[src/rtl/div_result_bcd.sv]
// rtl/div_result_bcd.sv - parallel double-dabble BCD conversion of divider quotient/remainder
// Optional DIV_BCD_BLANK_EN: leading-zero digits registered as 4'hF for the display decoder.
module div_result_bcd (
   input  logic        clk,
   input  logic        rst,
   input  logic        start,
   input  logic [7:0]  Q,
   input  logic [7:0]  R,
   input  logic        div0,
   output logic        busy,
   output logic        done,
   output logic [11:0] Q_BCD,
   output logic [11:0] R_BCD,
   output logic        err
);

   typedef enum logic [1:0] {S_IDLE = 2'd0, S_SHIFT = 2'd1, S_DONE = 2'd2} state_t;

`ifdef DIV_BCD_BLANK_EN
   localparam logic [11:0] RESULT_RST = 12'hFF0;
`else
   localparam logic [11:0] RESULT_RST = 12'h000;
`endif

   state_t      state_q, state_d;
   logic [3:0]  cnt_q, cnt_d;
   logic [7:0]  q_bin_q, q_bin_d, r_bin_q, r_bin_d;
   logic [11:0] q_acc_q, q_acc_d, r_acc_q, r_acc_d;
   logic [11:0] q_bcd_q, q_bcd_d, r_bcd_q, r_bcd_d;
   logic        err_q, err_d;
   logic        err_pend_q, err_pend_d;
   logic        iterating;
   logic        accept;
   logic [19:0] q_shift, r_shift;

   function automatic logic [11:0] add3(input logic [11:0] a);
      logic [11:0] r;
      for (int i = 0; i < 3; i++) begin
         r[i*4 +: 4] = (a[i*4 +: 4] >= 4'd5) ? a[i*4 +: 4] + 4'd3 : a[i*4 +: 4];
      end
      return r;
   endfunction

   function automatic logic [11:0] blank(input logic [11:0] x);
      logic [11:0] r;
      r = x;
`ifdef DIV_BCD_BLANK_EN
      if (x[11:8] == 4'd0) begin
         r[11:8] = 4'hF;
         if (x[7:4] == 4'd0) r[7:4] = 4'hF;
      end
`endif
      return r;
   endfunction

   // cnt reaching 8 marks the registration cycle; a div0 start jumps straight there
   assign iterating = (state_q == S_SHIFT) && !cnt_q[3];
   assign accept    = start && (state_q != S_SHIFT);
   assign q_shift   = {add3(q_acc_q), q_bin_q};
   assign r_shift   = {add3(r_acc_q), r_bin_q};

   always_ff @(posedge clk) begin
      if (rst) begin
         state_q    <= S_IDLE;
         cnt_q      <= 4'd0;
         q_bin_q    <= 8'd0;
         r_bin_q    <= 8'd0;
         q_acc_q    <= 12'd0;
         r_acc_q    <= 12'd0;
         q_bcd_q    <= RESULT_RST;
         r_bcd_q    <= RESULT_RST;
         err_q      <= 1'b0;
         err_pend_q <= 1'b0;
      end else begin
         state_q    <= state_d;
         cnt_q      <= cnt_d;
         q_bin_q    <= q_bin_d;
         r_bin_q    <= r_bin_d;
         q_acc_q    <= q_acc_d;
         r_acc_q    <= r_acc_d;
         q_bcd_q    <= q_bcd_d;
         r_bcd_q    <= r_bcd_d;
         err_q      <= err_d;
         err_pend_q <= err_pend_d;
      end
   end

   always_comb begin
      state_d = state_q;
      case (state_q)
         S_IDLE, S_DONE: state_d = accept ? S_SHIFT : S_IDLE;
         S_SHIFT:        state_d = cnt_q[3] ? S_DONE : S_SHIFT;
         default:        state_d = S_IDLE;
      endcase
   end

   always_comb begin
      cnt_d      = cnt_q;
      q_bin_d    = q_bin_q;
      r_bin_d    = r_bin_q;
      q_acc_d    = q_acc_q;
      r_acc_d    = r_acc_q;
      q_bcd_d    = q_bcd_q;
      r_bcd_d    = r_bcd_q;
      err_d      = err_q;
      err_pend_d = err_pend_q;
      if (accept) begin
         q_bin_d    = Q;
         r_bin_d    = R;
         q_acc_d    = 12'd0;
         r_acc_d    = 12'd0;
         cnt_d      = div0 ? 4'd8 : 4'd0;
         err_pend_d = div0;
      end else if (iterating) begin
         q_acc_d = q_shift[18:7];
         r_acc_d = r_shift[18:7];
         q_bin_d = {q_shift[6:0], 1'b0};
         r_bin_d = {r_shift[6:0], 1'b0};
         cnt_d   = cnt_q + 4'd1;
      end else if (state_q == S_SHIFT) begin
         q_bcd_d = blank(q_acc_q);
         r_bcd_d = blank(r_acc_q);
         err_d   = err_pend_q;
      end
   end

   always_comb begin
      busy  = iterating;
      done  = (state_q == S_DONE);
      Q_BCD = q_bcd_q;
      R_BCD = r_bcd_q;
      err   = err_q;
   end

endmodule
[config.mk]
export PLATFORM = sky130hd
export DESIGN_NAME = div_result_bcd
export DESIGN_NICKNAME = d
export VERILOG_FILES = /design/src/rtl/div_result_bcd.sv
export SDC_FILE = /design/constraint.sdc
export NUM_CORES = 1
export LEC_CHECK = 0
export ABC_AREA = 1
export CORE_MARGIN = 1.5
export CORE_UTILIZATION = 25
export CTS_CLUSTER_DIAMETER = 60
export DETAILED_ROUTE_END_ITERATION = 10
export GPL_TIMING_DRIVEN = 0
export PLACE_DENSITY_LB_ADDON = 0.2
export SETUP_SLACK_MARGIN = 0.5
export SLEW_MARGIN = 10
export SYNTH_ARGS = -nofsm -noshare
export SYNTH_HDL_FRONTEND = slang
export SYNTH_SLANG_ARGS = --single-unit
export TNS_END_PERCENT = 100
[constraint.sdc]
create_clock -name clk -period 3.1 [get_ports clk]
set_input_delay 0.62 -clock clk [delete_from_list [all_inputs] [get_ports clk]]
set_output_delay 0.62 -clock clk [all_outputs]
set_load 0.01 [all_outputs]
==> flow_summary.toml, run 1 <==
[sta]
hold_viol = 0
worst_pin_slew_ps = 623
fin_ws_ps = 909
drv_slew = 0
finalCriticalPeriod_ps = 2190
period_share = 0.707
fmax_mhz = 456
slew_headroom = 0.585
setup_tns_ps = 0
setup_viol = 0
skew_ps = 5.14
grt_setup_unrepaired = "false"

[setup_path]
startpoint_type = "register"
cp-end-kind = "primary output"
critPathSlowestCell = "dfxtp_1"
cp_cell_sequence = "buf_2, inv_1, nand2_4, clkinv_4, buf_6, dlymetal6s2s_1"
cp_max_fo = 10
cpPeakStageDelay_ps = 300
crit_type = "register to primary output"
arrival_ps = 1570
cp.required_ps = 2480

[clock_network]
cts_buffer_depth = 2
numCtsBuffers = 9
cts_sinks = 72
postCtsHoldBufs = 0
clk_pin_slew_ps = 50
ctsHtreeMaxLevel = 3
cts_tree = "yes"
cts_root_buf = "clkbuf_16"
clock_latency_ps = 340

[yosys]
synth_flop_cell = "dfxtp_1"
yosys.area.top_type = "dfxtp_1"
synth_area_leaders = "dfxtp_1, nand2_1, a21oi_1"
synth_most_common_cell = "nand2_1"
netlist_area_mm2 = 0.00340
syn_inst = 478
ys_seq_area_frac = 0.424
syn-num-nets = 511
syn_avg_cell_area_um2 = 7.11
synth-async-reset-ratio = 0
ys_seq_elements = 72
synth_edf_count = 0
synth_commonest_cells = "nand2_1, dfxtp_1, a21oi_1, nand3_1, inv_1"
yosys_warnings = 0
synth_cell_types = 23
synth_top_area_frac = 0.424

[hold_path]
min_path_type = "register to register"

[finish]
final_nets = 568
drive_gt1_frac = 0.0668
fin_area_mm2 = 0.00434
n_fill_cell = 1475
n_antenna_cell = 0
syn2layout_area_growth_pct = 27.6

[die]
start_util = 0.257
io_pins = 47
design.core.area_mm2 = 0.0132
dieArea_mm2 = 0.0143
rows = 42
die_x_um = 120
die_h_um = 120

[pwr]
vdd_drop_max_uv = 276
p_total_mw = 2.21
leakagePower_nw = 1.72
power_density_mw_per_mm2 = 510

[grt]
overflow = 0
grt_pass1_wl_mm = 15.3
grt_pass1_vias = 3040
grtUsageTotal = 0.139
antenna_found_initial = 0
grt_max_degree = 11

[drt]
drtIter0Drc = 171
dr.pass1.iters = 4
drc = 0
vias = 3251
wire_per_inst_um = 13.1
ant_nets = 0
wl_mm = 9.36
via_per_inst = 4.55

[outcome]
outcome = "finished, final reports clean"

[placement]
numPortBuffers = 45
dp_slack_ps = 736
placed_area_mm2 = 0.00407
place_congestion = 0.807
dpl.hpwl_mm = 6.61

[run]
maxCapViolCount = 0
## per-stage QoR
| stage | hold slack [ps] | utilization | instances |
|---|---|---|---|
| 6_report | 461 | 0.327 | 715 |
| 5_1_grt | 475 | 0.327 | 715 |
| 4_1_cts | 464 | 0.327 | 715 |
| 3_5_place_dp | 455 | 0.307 | 699 |
| 3_3_place_gp | 451 | 0.307 | 699 |
| 2_1_floorplan | 441 | - | 478 |
## metal layers
layer | track usage | vias up | routed length, um
li1 | - | 1673 | -
met1 | 0.172 | 1488 | 4240
met2 | 0.229 | 83 | 4380
met3 | 0.0447 | 7 | 619
met4 | 0.0476 | 0 | 130
met5 | 0 | - | 0
## critical path: cells and delay by family (launching register included)
| kind | cells | cell delay, ps |
|---|---|---|
| DFF | 1 | 300 |
| buffers and inverters | 5 | 800 |
| and+or+nand+nor | 1 | 130 |
## state kept, by name, indices dropped and copies added (netlist names)
register,flops
q_acc_q,12
r_acc_q,12
R_BCD,12
Q_BCD,12
err_pend_q,1
state_q,2
cnt_q,4
q_bin_q,8
r_bin_q,8
err,1
## kinds of logic after synthesis
family                     Yosys count  share of synthesized area
and+or+nand+nor                    205                      0.262
AOI/OAI and AO/OA                  108                      0.164
buffers and inverters               80                      0.102
DFF                                 72                      0.424
adders and majority gates           13                     0.0478
## where the power goes
| part | leakage (nW) | total, mW | switching (mW) | internal, mW |
|---|---|---|---|---|
| combinational | 1.01 | 0.297 | 0.188 | 0.109 |
| sequential | 0.585 | 0.995 | 0.0289 | 0.967 |
| clock | 0.121 | 0.917 | 0.380 | 0.537 |
## cells in the final DEF, fill, tap and decap left out, drive strengths merged
cell type and count:
nand2 129, dfxtp 72, a21oi 66, nand3 62, inv 56, clkdlybuf4s50 44
o21ai 34, clkbuf 22, buf 16, ha 13, nor2 11, o21a 6
nand3b 3, a31oi 2, clkinv 2, dlymetal6s2s 1
## layout make-up
class / instances / area [um^2] / area share
Buffer: 23 / 131 / 0.0303
Sequential cell: 72 / 1440 / 0.332
Inverter: 57 / 221 / 0.0511
Multi-Input combinational cell: 326 / 1610 / 0.372
Tap cell: 176 / 220 / 0.0508
Clock buffer: 14 / 244 / 0.0563
Clock inverter: 1 / 5.00 / 0.00115
Timing Repair Buffer: 46 / 460 / 0.106
## worst paths after layout
| path | startpoint | endpoint | slack [ps] | cells after the start |
|---|---|---|---|---|
| setup / recovery | cnt_q[3] | busy | 910 | 6 |
| hold / removal | Q_BCD[6] | Q_BCD[6] | 460 | 2 |
| setup reg to reg | cnt_q[3] | r_acc_q[11] | 1400 | 6 |
| hold reg to reg | Q_BCD[6] | Q_BCD[6] | 460 | 2 |
## what timing repair did
item	CTS	global route
endpoints found under the setup margin	1	1
gates resized for setup	2	1
setup buffers	1	0
pin swaps	1	0
No activity file was read; power rests on OpenSTA's default activity.
==> run 2: changes to the inputs <==
Clock period 3.1 ns to 2.1 ns, I/O delays scaled along.
==> flow_summary.toml, run 2 (same netlist as run 1, synthesis figures left out) <==
[finish]
n_fill_cell = 1471
syn2layout_area_growth_pct = 29.1
final_common_cell = "nand2_1"
drive_gt1_frac = 0.0919
utilization = 0.332
final_nets = 573
fin_cells = 720
layout_common_cells = "nand2_1, dfxtp_1, a21oi_1"
fin_area_mm2 = 0.00439
n_antenna_cell = 0

[sta]
slew_headroom = 0.602
period_share = 0.756
fmax_mhz = 630
skew_ps = 8.62
drv_slew = 0
hold_viol = 0
setup_viol = 0
worst_pin_slew_ps = 597
grt_setup_unrepaired = "true"
finalCriticalPeriod_ps = 1590

[setup_path]
worst-r2r-cell-count = 7
startpoint_type = "register"
reg2reg_slack_ps = 640
crit_type = "register to primary output"
cp-endpoint = "busy"
rr_endpoint = "r_acc_q[11]"
rr_startpoint = "state_q[0]"
cp-end-kind = "primary output"
crit_path_start = "state_q[0]"
cp.required_ps = 1680
cp_max_fo = 3
arrival_ps = 1170

[grt]
grtUsageTotal = 0.141
met2_usage = 0.227
grt_pass1_vias = 3083
top_usage_layer = "met2"
grt_pass1_wl_mm = 15.5
grt.met3_usage = 0.0461
overflow = 0
grt_max_degree = 11
antenna_found_initial = 0
use_met1 = 0.173

[die]
start_util = 0.257
dieArea_mm2 = 0.0143
design.core.area_mm2 = 0.0132
die_h_um = 120
die_x_um = 120
io_pins = 47
rows = 42

[clock_network]
cts_tree = "yes"
clk_pin_slew_ps = 50
ctsHtreeMaxLevel = 3
postCtsHoldBufs = 0
cts_root_buf = "clkbuf_16"
cts_sinks = 72
numCtsBuffers = 9
clock_latency_ps = 340
cts_buffer_depth = 2

[drt]
drc = 0
vias = 3253
via_per_inst = 4.52
ant_nets = 0
wl_mm = 9.43
dr.pass1.iters = 4
wire_per_inst_um = 13.1
drtIter0Drc = 166

[pwr]
leakagePower_nw = 1.88
vdd_drop_max_uv = 385
power_density_mw_per_mm2 = 750
p_total_mw = 3.29

[hold_path]
min_path_type = "input pin to register"

[placement]
dp_cells = 699
numPortBuffers = 45
place_congestion = 0.807
dpl.hpwl_mm = 6.61
placed_area_mm2 = 0.00407

[outcome]
outcome = "finished, final reports clean"

[run]
maxCapViolCount = 0
## run 2: worst min path at each step
stage	slack, ps	depth (start not counted)	startpoint	end
floorplan	440	2	q_bin_q[1]	q_bin_q[1]
global placement	450	2	R_BCD[10]	R_BCD[10]
detailed placement	450	2	R_BCD[6]	R_BCD[6]
CTS	430	2	rst	err_pend_q
global route	440	2	rst	err_pend_q
finish	430	2	rst	err_pend_q
## run 2: where the power goes
group          internal [mW]  total [mW]  switching (mW)  leakage [nW]
combinational          0.181       0.467           0.286          1.17
sequential              1.43        1.47          0.0435         0.587
clock                  0.793        1.36           0.562         0.121
## run 2: stage by stage
stage | setup slack [ps] | hold WS, ps | setup TNS (ps)
finish | 513 | 433 | 0
global route | 470 | 441 | 0
CTS | 474 | 426 | 0
detailed placement | -64.1 | 455 | -64.1
global placement | -33.4 | 451 | -33.4
floorplan | 740 | 441 | 0
## run 2: metal layers
metal / wire length (um) / share of wire
met4: 128 / 0.014
met3: 684 / 0.073
met5: 0 / 0
met2: 4320 / 0.46
met1: 4290 / 0.45
## run 2: cell type report
| cell class | instances | area (um^2) | share of cell area |
|---|---|---|---|
| tap | 176 | 220 | 0.0502 |
| clock inverter | 1 | 5.00 | 0.00114 |
| buffer | 23 | 153 | 0.0348 |
| inverter | 57 | 234 | 0.0533 |
| sequential | 72 | 1450 | 0.330 |
| multi-input combinational | 326 | 1620 | 0.368 |
| clock buffer | 14 | 244 | 0.0556 |
| timing repair buffer | 51 | 467 | 0.106 |
## run 2: repair_timing
action                                  in CTS  in global routing
cloned                                       0                  0
buffers inserted                             5                  1
endpoints found under the setup margin      35                 28
pin swaps                                    2                  2
resized for setup                           46                 10
## run 2: worst max-delay path: stages (launching register included)
cell	delay, ps
dfxtp_4	350
inv_4	70
nor2_8	40
nand2_4	90
clkinv_8	60
buf_12	120
buf_6	110
==> run 3: changes to the inputs <==
Clock period 2.1 ns to 1.6 ns, I/O delays scaled along.
==> flow_summary.toml, run 3 (same netlist as run 1, synthesis figures left out) <==
[pwr]
power_density_mw_per_mm2 = 895
sw_frac_of_total = 0.279
intPower_mw = 3.53
pwr-share-clk = 0.400
vdd_drop_max_uv = 456
power_frac_seq = 0.396
p_switching_mw = 1.36
leakagePower_nw = 2.23
power_frac_comb = 0.204

[clock_network]
ctsHtreeMaxLevel = 3
cts_tree = "yes"
numCtsBuffers = 9
cts_sinks = 72
postCtsHoldBufs = 0
cts_buffer_depth = 2
cts_root_buf = "clkbuf_16"
clock_latency_ps = 340
clk_pin_slew_ps = 60

[sta]
grt_setup_unrepaired = "true"
period_share = 0.936
hold_viol = 0
setup_viol = 0
fmax_mhz = 668
drv_slew = 0
slew_headroom = 0.582
skew_ps = 8.44
worst_pin_slew_ps = 627
finalCriticalPeriod_ps = 1500

[outcome]
outcome = "finished, final reports clean"

[finish]
final_common_cell = "nand2_1"
fin_cells = 755
syn2layout_area_growth_pct = 60.9
n_antenna_cell = 0
utilization = 0.413
register_area_mm2 = 0.00149
multi_input_area_mm2 = 0.00192
drive_gt1_frac = 0.356
final_nets = 607
layout_common_cells = "nand2_1, nand3_1, a21oi_1"
n_fill_cell = 1346
fin_area_mm2 = 0.00547

[drt]
ant_nets = 0
drtIter0Drc = 128
via_per_inst = 4.56
wl_mm = 10.6
vias = 3441
wire_per_inst_um = 14.0
drc = 0
dr.pass1.iters = 4

[setup_path]
arrival_ps = 1180
cp-end-kind = "primary output"
startpoint_type = "register"
crit_type = "register to primary output"
cp_max_fo = 2
cp.required_ps = 1280

[die]
design.core.area_mm2 = 0.0132
io_pins = 47
rows = 42
dieArea_mm2 = 0.0143
start_util = 0.257
die_h_um = 120
die_x_um = 120

[grt]
grt_pass1_wl_mm = 15.4
grt_pass1_vias = 3134
grt_max_degree = 12
antenna_found_initial = 0
grtUsageTotal = 0.138
overflow = 0

[hold_path]
min_path_type = "input pin to register"

[placement]
placed_area_mm2 = 0.00412
numPortBuffers = 45
place_congestion = 0.790
dpl.hpwl_mm = 6.49
dp_cells = 699

[run]
maxCapViolCount = 0
[run 3: cell count changes in the layout (fill, tap and decap cells not counted), moves of 10 or more]
cell / change
buf_4: +13
clkbuf_16: +10
a21oi_2: +14
buf_6: +32
o21ai_0: -21
o21ai_2: +14
a21oi_1: -18
dlygate4sd2_1: -24
dfxtp_2: +36
dfxtp_1: -35
[run 3: power groups by stage]
stage	logic (mW)	clock network [mW]	registers [mW]
2_1_floorplan	0.400	0	1.95
3_3_place_gp	0.586	0	1.97
3_5_place_dp	0.592	0	1.97
4_1_cts	0.729	2.00	1.93
5_1_grt	1.08	2.08	1.95
6_report	0.998	1.96	1.94
[run 3: routing by layer]
metal / vias to the layer above / GRT usage / share of wire / wire length [um]
li1: 1765 / - / - / -
met1: 1593 / 0.173 / 0.46 / 4910
met2: 66 / 0.226 / 0.48 / 5110
met3: 17 / 0.0285 / 0.032 / 338
met4: 0 / 0.0685 / 0.022 / 233
met5: - / 0 / 0 / 0
[run 3: cell type report]
| cell class | count | share of cell area |
|---|---|---|
| multi-input combinational | 327 | 0.352 |
| tap | 176 | 0.0402 |
| inverter | 57 | 0.0464 |
| clock inverter | 2 | 0.00229 |
| timing repair buffer | 83 | 0.176 |
| buffer | 23 | 0.0595 |
| timing repair inverter | 1 | 0.00160 |
| sequential | 72 | 0.273 |
| clock buffer | 14 | 0.0501 |
[run 3: worst paths after layout]
kind                   start          to  slack [ps]  depth (start not counted)
setup / recovery  state_q[0]        busy         100                          6
hold reg to reg     R_BCD[4]    R_BCD[4]         460                          2
setup reg to reg  state_q[0]    Q_BCD[5]         150                         10
hold / removal           rst  err_pend_q         280                          2
[run 3: metrics by stage]
stage / worst slack, ps / power (mW) / setup TNS, ps / hold WS, ps
4_1_cts: 95.8 / 4.66 / 0 / 242
6_report: 102 / 4.90 / 0 / 278
3_5_place_dp: -279 / 2.56 / -3830 / 455
2_1_floorplan: 434 / 2.35 / 0 / 441
5_1_grt: 64.1 / 5.11 / 0 / 289
3_3_place_gp: -263 / 2.55 / -3940 / 451
[run 3: worst max-delay path, cell delays in order (launching register included)]
cell and delay, ps:
dfxtp_2 340, inv_4 80, nor2_8 40, nand2_4 100, clkinv_8 60, buf_12 120
buf_6 110
[run 3: repair_timing]
action / CTS / global route
pin swaps: 5 / 11
endpoints found under the setup margin: 99 / 98
resized for setup: 227 / 94
setup buffers: 9 / 17
endpoints found under the hold margin: 0 / 0
gates cloned: 3 / 11
